==> config.mk <==
export PLATFORM = sky130hd
export DESIGN_NAME = pipe_link_pwr_seq
export DESIGN_NICKNAME = d
export VERILOG_FILES = /design/src/rtl/pipe_link_pwr_seq.sv
export SDC_FILE = /design/constraint.sdc
export NUM_CORES = 1
export LEC_CHECK = 0
export CORE_ASPECT_RATIO = 0.75
export CORE_MARGIN = 2
export CORE_UTILIZATION = 57
export DETAILED_ROUTE_END_ITERATION = 12
export HOLD_SLACK_MARGIN = 0.02
export PLACE_DENSITY = 0.91
export SLEW_MARGIN = 10
export SYNTH_ARGS = -nofsm -noshare
export SYNTH_HDL_FRONTEND = slang
export SYNTH_SLANG_ARGS = --single-unit
==> constraint.sdc <==
create_clock -name clk -period 7.05 [get_ports clk]
set_input_delay 1.7625 -clock clk [delete_from_list [all_inputs] [get_ports clk]]
set_output_delay 1.7625 -clock clk [all_outputs]
set_load 0.05 [all_outputs]
==> src/rtl/pipe_link_pwr_seq.sv <==
// PIPE link power / receiver-detect sequencer for one port.
// Brings the PHY out of reset, detects the receiver with retries, enters P0 and tears the link down on request or on idle loss.
module pipe_link_pwr_seq #(
    parameter int unsigned TIMEOUT_CYCLES = 1024,
    parameter int unsigned QUIET_CYCLES   = 64,
    parameter int unsigned MAX_RETRIES    = 4,
    parameter int unsigned IDLE_CYCLES    = 256
) (
    input  logic                               clk,
    input  logic                               rst,
    input  logic                               link_en,
    input  logic                               phy_status,
    input  logic [2:0]                         rx_status,
    input  logic                               rx_elec_idle,
    output logic [1:0]                         power_down,
    output logic                               tx_detect_rx,
    output logic                               tx_elec_idle,
    output logic                               link_up,
    output logic                               detect_fail,
    output logic [$clog2(MAX_RETRIES+1)-1:0]   retry_cnt,
    output logic [2:0]                         seq_state
);

    localparam int unsigned RW      = $clog2(MAX_RETRIES + 1);
    localparam int unsigned MAX_A   = (TIMEOUT_CYCLES > QUIET_CYCLES) ? TIMEOUT_CYCLES : QUIET_CYCLES;
    localparam int unsigned CNT_MAX = (MAX_A > IDLE_CYCLES) ? MAX_A : IDLE_CYCLES;
    localparam int unsigned CW      = $clog2(CNT_MAX + 1);

    localparam logic [1:0] PD_P0 = 2'b00;
    localparam logic [1:0] PD_P1 = 2'b10;

    typedef enum logic [2:0] {
        S_RESET  = 3'd0,
        S_P1     = 3'd1,
        S_DETECT = 3'd2,
        S_QUIET  = 3'd3,
        S_P0REQ  = 3'd4,
        S_ACTIVE = 3'd5,
        S_P1EXIT = 3'd6,
        S_FAIL   = 3'd7
    } state_t;

    state_t          r_state;
    logic [CW-1:0]   r_cnt;

    state_t          w_nxt;
    logic            w_retry_inc;
    logic [RW-1:0]   w_retry_new;
    logic            w_hs_to;
    logic            w_quiet_done;
    logic            w_idle_loss;
    logic [CW-1:0]   w_cnt_nxt;

    assign w_retry_new  = retry_cnt + RW'(1);
    assign w_hs_to      = (r_cnt == CW'(TIMEOUT_CYCLES - 1));
    assign w_quiet_done = (r_cnt == CW'(QUIET_CYCLES - 1));
    assign w_idle_loss  = rx_elec_idle && (r_cnt == CW'(IDLE_CYCLES - 1));

    // phy_status is tested before the timeout so a coincident pulse wins
    always_comb begin
        w_nxt       = r_state;
        w_retry_inc = 1'b0;
        unique case (r_state)
            S_RESET:  if (!phy_status) w_nxt = S_P1;
            S_P1:     if (link_en) w_nxt = S_DETECT;
            S_DETECT: begin
                if (phy_status) begin
                    if (!link_en) begin
                        w_nxt = S_P1;
                    end else if (rx_status == 3'b011) begin
                        w_nxt = S_P0REQ;
                    end else begin
                        w_retry_inc = 1'b1;
                        w_nxt = (w_retry_new == RW'(MAX_RETRIES)) ? S_FAIL : S_QUIET;
                    end
                end else if (w_hs_to) begin
                    w_nxt = S_FAIL;
                end
            end
            S_QUIET: begin
                if (!link_en)          w_nxt = S_P1;
                else if (w_quiet_done) w_nxt = S_DETECT;
            end
            S_P0REQ: begin
                if (phy_status)   w_nxt = link_en ? S_ACTIVE : S_P1EXIT;
                else if (w_hs_to) w_nxt = S_FAIL;
            end
            S_ACTIVE: if (!link_en || w_idle_loss) w_nxt = S_P1EXIT;
            S_P1EXIT: begin
                if (phy_status)   w_nxt = S_P1;
                else if (w_hs_to) w_nxt = S_FAIL;
            end
            S_FAIL:   if (!link_en) w_nxt = S_P1;
            default:  w_nxt = S_RESET;
        endcase
    end

    // One counter serves timeout, quiet gap and idle run; it restarts on every state change
    always_comb begin
        w_cnt_nxt = '0;
        if (w_nxt == r_state) begin
            unique case (r_state)
                S_DETECT, S_QUIET, S_P0REQ, S_P1EXIT: w_cnt_nxt = r_cnt + CW'(1);
                S_ACTIVE: w_cnt_nxt = rx_elec_idle ? r_cnt + CW'(1) : '0;
                default:  w_cnt_nxt = '0;
            endcase
        end
    end

    always_ff @(posedge clk) begin
        if (rst) begin
            r_state      <= S_RESET;
            r_cnt        <= '0;
            power_down   <= PD_P1;
            tx_detect_rx <= 1'b0;
            tx_elec_idle <= 1'b1;
            link_up      <= 1'b0;
            detect_fail  <= 1'b0;
            retry_cnt    <= '0;
            seq_state    <= 3'd0;
        end else begin
            r_state      <= w_nxt;
            r_cnt        <= w_cnt_nxt;
            power_down   <= (w_nxt == S_P0REQ || w_nxt == S_ACTIVE) ? PD_P0 : PD_P1;
            tx_detect_rx <= (w_nxt == S_DETECT);
            tx_elec_idle <= (w_nxt != S_ACTIVE);
            link_up      <= (w_nxt == S_ACTIVE);
            detect_fail  <= (w_nxt == S_FAIL);
            seq_state    <= w_nxt;
            if (w_nxt == S_P1 || w_nxt == S_RESET) retry_cnt <= '0;
            else if (w_retry_inc)                  retry_cnt <= w_retry_new;
        end
    end

endmodule

==> results of run 1 <==
==> synthesized netlist by cell type (2+ instances only) <==
| cell type | instances |
|---|---|
| nand3_1 | 4 |
| nor3_1 | 3 |
| nand4_1 | 5 |
| a211oi_1 | 6 |
| a21oi_1 | 4 |
| nand2_1 | 17 |
| inv_1 | 6 |
| nor4_2 | 10 |
| buf_2 | 3 |
| clkbuf_1 | 6 |
| ha_1 | 3 |
| xor2_1 | 2 |
| nor4b_1 | 2 |
| or3b_2 | 2 |
| dfxtp_1 | 22 |
| or4b_1 | 2 |
| nor2_1 | 6 |
| xnor2_1 | 8 |
| nand2b_1 | 3 |
| nor2b_1 | 4 |
| nor4_1 | 3 |
==> cell type report <==
cell class / instances / area (um^2) / share of cell area (%)
multi-input combinational: 110 / 825 / 53.3
tap: 34 / 42.5 / 2.75
clock buffer: 3 / 22.5 / 1.46
inverter: 6 / 22.5 / 1.46
timing repair buffer: 20 / 195 / 12.6
sequential: 22 / 440 / 28.5
==> worst min-delay path, cell delays in order, from the launching register on <==
cell	delay, ns
dfxtp_1	0.34
mux2i_1	0.13
a211oi_1	0.06
==> through the flow <==
step / util [%] / setup slack (ns)
5_1_grt: 68.2 / 2.99
6_report: 68.2 / 3.08
3_3_place_gp: 67.2 / 2.83
2_1_floorplan: - / 3.55
4_1_cts: 68.2 / 3.08
3_5_place_dp: 67.2 / 2.75
==> worst max-delay path by stage <==
stage,end,from,depth (start not counted),slack (ns)
final,r_cnt[1],rx_elec_idle,6,3.08
after global routing,r_cnt[7],rx_elec_idle,6,2.99
after CTS,r_cnt[1],rx_elec_idle,6,3.08
after detailed placement,r_cnt[1],rx_elec_idle,6,2.75
after global placement,r_cnt[2],rx_elec_idle,6,2.83
after floorplan,tx_elec_idle,link_en,6,3.55
==> power breakdown <==
group	internal, W	total, W	leakage, nW	switching (W)
registers	0.000126	0.000131	0.178	0.00000490
logic	0.0000216	0.0000621	0.315	0.0000405
clock network	0.0000199	0.0000550	0.0138	0.0000351
total	0.000168	0.000248	0.506	0.0000805
==> registers in the layout, indices dropped and copies added, names as in the netlist <==
name          flops
detect_fail       1
link_up           1
power_down        1
r_cnt            11
r_state           3
retry_cnt         3
tx_detect_rx      1
tx_elec_idle      1
==> layer usage <==
| layer | vias to the layer above | part of all wire (%) |
|---|---|---|
| li1 | 581 | - |
| met5 | - | 0 |
| met3 | 4 | 4.2 |
| met2 | 45 | 45 |
| met4 | 0 | 0.85 |
| met1 | 558 | 50 |
==> cell usage in the layout (no fill, tap or decap), types with 4 or more instances in the layout <==
master,netlist,routed
nor4_2,10,10
dfxtp_1,22,22
a21oi_1,4,4
xnor2_1,8,8
clkdlybuf4s50_1,0,18
nor2b_1,4,4
a211oi_1,6,6
nor2_1,6,6
nand3_1,4,4
nand4_1,5,5
nand2_1,17,17
inv_1,6,6
==> cells by family after synthesis <==
logic type      after synthesis
compound gates               23
xor+xnor                     10
fa+ha+maj                     3
buf+inv                      17
flops                        22
mux                           2
other cells                   1
simple gates                 71
==> impl_results.md, run 1 <==
- RSZ-0062 raised after global routing: false
- Hold depth: 2
- Number of flops mapped to enable cells by yosys: 0
- Grt met1 use: 33.3%
- Slowest CP cell: a21oi_1
- Die area: roughly 2800 um^2
- CTS Buf Count: 3
- Mux cell area share after synthesis: 1.58%
- PortBufs: 18
- Worst Path Arrival: a little over 4 ns
- Async set-reset flop share out of synthesis: 0%
- Drt initial violations: ~120
- Die height: between 40 and 50 um
- Layout Cells excl Fill: 195
- Met3 Usage GRT: about 2.5%
- Synth Instances: 149
- Final instance area: 1550 um^2
- Most Crowded Layer GR: met2
- Hold Fails Final Rpt: 0
- Fill cells: 183
- Sequential-to-total area share from yosys stat: 32.8%
- Yosys warnings: 0
- CP Max Fanout: 11
- Synth area leaders: dfxtp_1 33%, nor4_2 9.3%, xnor2_1 5.2%
- Post-Synth Simple-Gate Area: 35.7%
- Post-Synth XOR/XNOR Area: 6.52%
- Outcome: completed
- Final GP Congestion: 0.929
- Largest net degree at the start of global routing: 16
- Setup crit start kind: input pin
- Worst-path clk slew: 0.12 ns
- Critical path's largest stage delay: 0.97 ns
- Worst-Margin Slew: around 1.3 ns
- Cells along the critical path: clkdlybuf4s50_1 > nand4b_1 > or4b_1 > a21o_1 > a21oi_1 > nor4_2
- WP buf/inv: 1
- CP Class: input pin to flip-flop
- Peak VDD IR: about 0.00012 V
- CTS tree: yes
- Hold EP: retry_cnt[1]
- CORE AREA: around 2300 um^2
- Layout cells sized above 1: between 10% and 20%
- Largest family of logic cells by synthesized area: simple AND/OR/NAND/NOR gates
- Vias in the first global route: a little over 1000
- Setup bufs post-CTS: 0
- Placed insts: 192
- Final Skew: 0.00865 ns
- R2r worst-path depth: 6
- Adder-cell share of the synthesized area: 2.79%
- DP Area: 1530 um^2
- Initial antenna violation count: 0
- Worst R2R Start: r_cnt[0]
- CP top delay family: compound AO/OA/AOI/OAI gates
- Count of pins over their slew limit: 0
- Via count: 1188
- Post-Syn Area per Cell: between 9 and 10 um^2
- Met2 Use GR: about 34%
- Post-layout nets: 174
- Gr usage total: 22.3%
- Worst Path Required: roughly 7 ns
- Post-DR vias/cell: 6.09
- Post-DRT Antenna Nets: 0
- Post-CTS sizing: 0
- Post-CTS Hold Buffers: 0
- Clock latency on the worst-skew pair: around 0.30 ns
- Min-Delay Startpoint: retry_cnt[1]
- Antenna diode count: 0
- Root Driver: clkbuf_4
- Final HPWL DP: 2.14 mm
- Synth Flop Type: dfxtp_1
- # setup viols final: 0
- FF-to-FF End: r_cnt[1]
- Total global routing overflow: 0
- Leakage: 0.506 nW
- Clock sinks: 22
- Period minus WS final: 3.97 ns
- Fin crit share: 56.3%
- Synth-to-layout area growth: 15.2%
- Post-Syn Area: 1340 um^2
- Hold crit path type: flip-flop to flip-flop
- I/O pins: 20
- Worst rel slew slack: 16.3%
- Complex-gate fraction of the synthesized area: 14.5%
- Worst hold slack: a little under 0.6 ns
- TritonRoute pass-1 iters: 4
- Critical Path Sink Type: flip-flop
- Pwr dens: 160 nW/um^2
- Reg-to-reg setup timing slack: 4.11 ns
- DRC Markers: 0
- Max-Cap Viols: 0
- Max H-tree Level: 1
- Yosys cell types: 49
- Final TNS setup: 0 ns
- Total power: between 0.0002 and 0.00025 W
- Starting Density: 59.2%
- Yosys top cell by area: dfxtp_1
- #FFs+latches synth: 22
- Number of placement rows: 15
- DR WL/cell: 15.0 um
- Die Wd: 60.1 um
- Area share of the largest cell type after synthesis: 32.8%
- Wirelength, routed: 2.93 mm
- Max Freq: 0.252 GHz
- First-pass GRT wire length: 4.64 mm
- Syn Nets: 160
- CTS Buffer Depth: 2
Note: power is estimated with default switching activity, not from simulation.
==> run 2, diff against run 1 <==
--- a/config.mk
+++ b/config.mk
@@ -7,10 +7,10 @@
 export LEC_CHECK = 0
 export CORE_ASPECT_RATIO = 0.75
 export CORE_MARGIN = 2
-export CORE_UTILIZATION = 57
+export CORE_UTILIZATION = 53
 export DETAILED_ROUTE_END_ITERATION = 12
 export HOLD_SLACK_MARGIN = 0.02
-export PLACE_DENSITY = 0.91
+export PLACE_DENSITY = 0.86
 export SLEW_MARGIN = 10
 export SYNTH_ARGS = -nofsm -noshare
 export SYNTH_HDL_FRONTEND = slang
==> constraint.sdc (replaced) <==
create_clock -name clk -period 4 [get_ports clk]
set_input_delay 1 -clock clk [delete_from_list [all_inputs] [get_ports clk]]
set_output_delay 1 -clock clk [all_outputs]
set_load 0.05 [all_outputs]
==> run 2 against run 1 <==
Against the previous run:
- first-iteration DRC count down 7.8%
- critical endpoint is now tx_elec_idle
- non-clock buffer count up 1
- global-route usage up 1.0 points
- die area up 6.9%
- clock power rose to 3.1 times the previous value
- sequential power up 76%
==> impl_results.md, run 2 (synthesized netlist as in run 1, its figures left out) <==
- Outcome: completed (unchanged)
- First-pass GRT wire length: 5.33 mm (was 4.64 mm)
- Placed insts: 193 (was 192)
- Switch share: 29.6% (was 32.4%)
- Die area: 2960 um^2 (was 2770 um^2)
- Via count: 1212 (was 1188)
- Initial antenna violation count: 0 (unchanged)
- RSZ-0062 raised after global routing: false (unchanged)
- Vias in the first global route: 1122 (was 1012)
- Total power: 0.000518 W (was 0.000248 W)
- Antenna diode count: 0 (unchanged)
- # setup viols final: 0 (unchanged)
- Max H-tree Level: 1 (unchanged)
- Layout Cells excl Fill: 197 (was 195)
- Layout cells sized above 1: 15.3% (was 14.3%)
- Final GP Congestion: 0.879 (was 0.929)
- Post-CTS sizing: 0 (unchanged)
- Place WS: 0.710 ns (was 2.75 ns)
- Largest net degree at the start of global routing: 16 (unchanged)
- Logic pwr share: 22.0% (was 25.0%)
- Root Driver: clkbuf_4 (unchanged)
- Number of placement rows: 15 (unchanged)
- Fill cells: 186 (was 183)
- Peak VDD IR: 0.000184 V (was 0.000124 V)
- Hold Fails Final Rpt: 0 (unchanged)
- Setup crit start kind: input pin (unchanged)
- Period minus WS final: around 3 ns
- CTS tree: yes (unchanged)
- Count of pins over their slew limit: 0 (unchanged)
- DP Area: 1530 um^2 (about the same)
- Fin crit share: between 70% and 80%
- TritonRoute pass-1 iters: 4 (unchanged)
- Most frequent cells in the layout: 22 x dfxtp_1, 18 x clkdlybuf4s50_1, 17 x nand2_1 (unchanged)
- Largest registers: r_cnt: 11 flops, r_state: 3 flops, retry_cnt: 3 flops (unchanged)
- Part of the power in registers: 44.6% (was 52.8%)
- Register area: 440 um^2 (unchanged)
- Worst-path clk slew: 0.13 ns (was 0.12 ns)
- Gr usage total: 23.3% (was 22.3%)
- Commonest non-fill, non-tap cell in the layout: dfxtp_1 (unchanged)
- DRC Markers: 0 (unchanged)
- Clock latency on the worst-skew pair: 0.32 ns (was 0.30 ns)
- Post-layout nets: 175 (was 174)
- Setup bufs post-CTS: 0 (unchanged)
- Total global routing overflow: 0 (unchanged)
- Synth-to-layout area growth: 18.0% (was 15.2%)
- Max Freq: 0.330 GHz
- Worst rel slew slack: 32.1% (was 16.3%)
- Hold crit path type: flip-flop to flip-flop (unchanged)
- Final TNS setup: 0 ns (unchanged)
- CP Class: input pin to flip-flop (unchanged)
- Final HPWL DP: 2.13 mm (was 2.14 mm)
- Starting Density: 57.3% (was 59.2%)
- Clock share of power: 33.3% (was 22.2%)
- CORE AREA: 2350 um^2 (was 2270 um^2)
- Met2 Use GR: 37.8% (was 33.9%)
- Number of flip-flops in the largest register: 11 (unchanged)
- Hold depth: 2 (unchanged)
- Post-DRT Antenna Nets: 0 (unchanged)
- Final setup margin: 0.970 ns (was 3.08 ns)
- Clock sinks: 22 (unchanged)
- Pwr dens: 327 nW/um^2 (was 160 nW/um^2)
- Multi-input logic area: 825 um^2 (unchanged)
- Worst-Margin Slew: 1.01 ns (was 1.26 ns)
- CTS Buf Count: 3 (unchanged)
- Final Skew: 0.0144 ns (was 0.00865 ns)
- PortBufs: 18 (unchanged)
- CP Max Fanout: 10 (was 11)
- Cell-internal power: 0.000365 W (was 0.000168 W)
- Reg with most FFs: r_cnt (unchanged)
- Met3 Usage GRT: 6.35% (was 2.53%)
- Die Wd: 62.1 um (was 60.1 um)
- Worst Path Arrival: 3.25 ns (was 4.12 ns)
- Most Crowded Layer GR: met2 (unchanged)
- Die height: 47.6 um (was 46.1 um)
- Max-Cap Viols: 0 (unchanged)
- Post-CTS Hold Buffers: 0 (unchanged)
- Worst Path Required: 4.22 ns (was 7.20 ns)
- Leakage: 0.526 nW (was 0.506 nW)
- R2r worst-path depth: 6 (unchanged)
- Post-DR vias/cell: 6.15 (was 6.09)
- Sw power: 0.000153 W (was 0.0000805 W)
- CTS Buffer Depth: 2 (unchanged)
- Critical Path Sink Type: flip-flop (unchanged)
- Drt initial violations: 106 (was 115)
- Grt met1 use: 29.6% (was 33.3%)
- Final instance area: 1590 um^2 (was 1550 um^2)
- DR WL/cell: 15.9 um (was 15.0 um)
- I/O pins: 20 (unchanged)
- Wirelength, routed: 3.14 mm (was 2.93 mm)
run 2: cell types whose count changed in the layout (fill, tap and decap cells not counted):
cell and change:
buf_4 +1, bufinv_16 +1
run 2: path summary, 6_finish.rpt:
kind                              startpoint            to  slack [ns]
worst min register to register  retry_cnt[0]  retry_cnt[0]        0.61
worst max register to register      r_cnt[1]  tx_detect_rx        1.45
worst min-delay path            retry_cnt[0]  retry_cnt[0]        0.61
worst max-delay path                 link_en  tx_elec_idle        0.97
run 2: per-stage QoR:
stage / hold WS [ns] / util, %
floorplan: 0.546 / -
global placement: 0.544 / 65.3
detailed placement: 0.572 / 65.3
CTS: 0.596 / 67.6
global route: 0.617 / 67.6
finish: 0.605 / 67.6
run 2: power by group through the flow:
stage               combinational (W)  clock (W)  sequential (W)
detailed placement           0.000113          0        0.000236
global route                 0.000122   0.000186        0.000233
floorplan                   0.0000795          0        0.000242
global placement             0.000109          0        0.000236
CTS                          0.000113   0.000176        0.000231
finish                       0.000114   0.000173        0.000231
run 2: cell type report:
class	count	share of cell area, %
Clock buffer	3	1.42
Clock inverter	1	1.89
Inverter	6	1.42
Multi-Input combinational cell	110	52.0
Sequential cell	22	27.8
Tap cell	34	2.68
Timing Repair Buffer	21	12.8
run 2: per-layer routing:
metal  up-vias  wire (um)
met3        11        236
met4         0         88
li1        577          -
met5         -          0
met1       570       1420
met2        54       1390
run 2: worst max-delay path: stages:
cell,delay [ns]
clkdlybuf4s50_1,0.58
nor2b_1,0.26
a311o_1,0.40
a221oi_2,0.32
o22ai_1,0.20
or4b_1,0.48
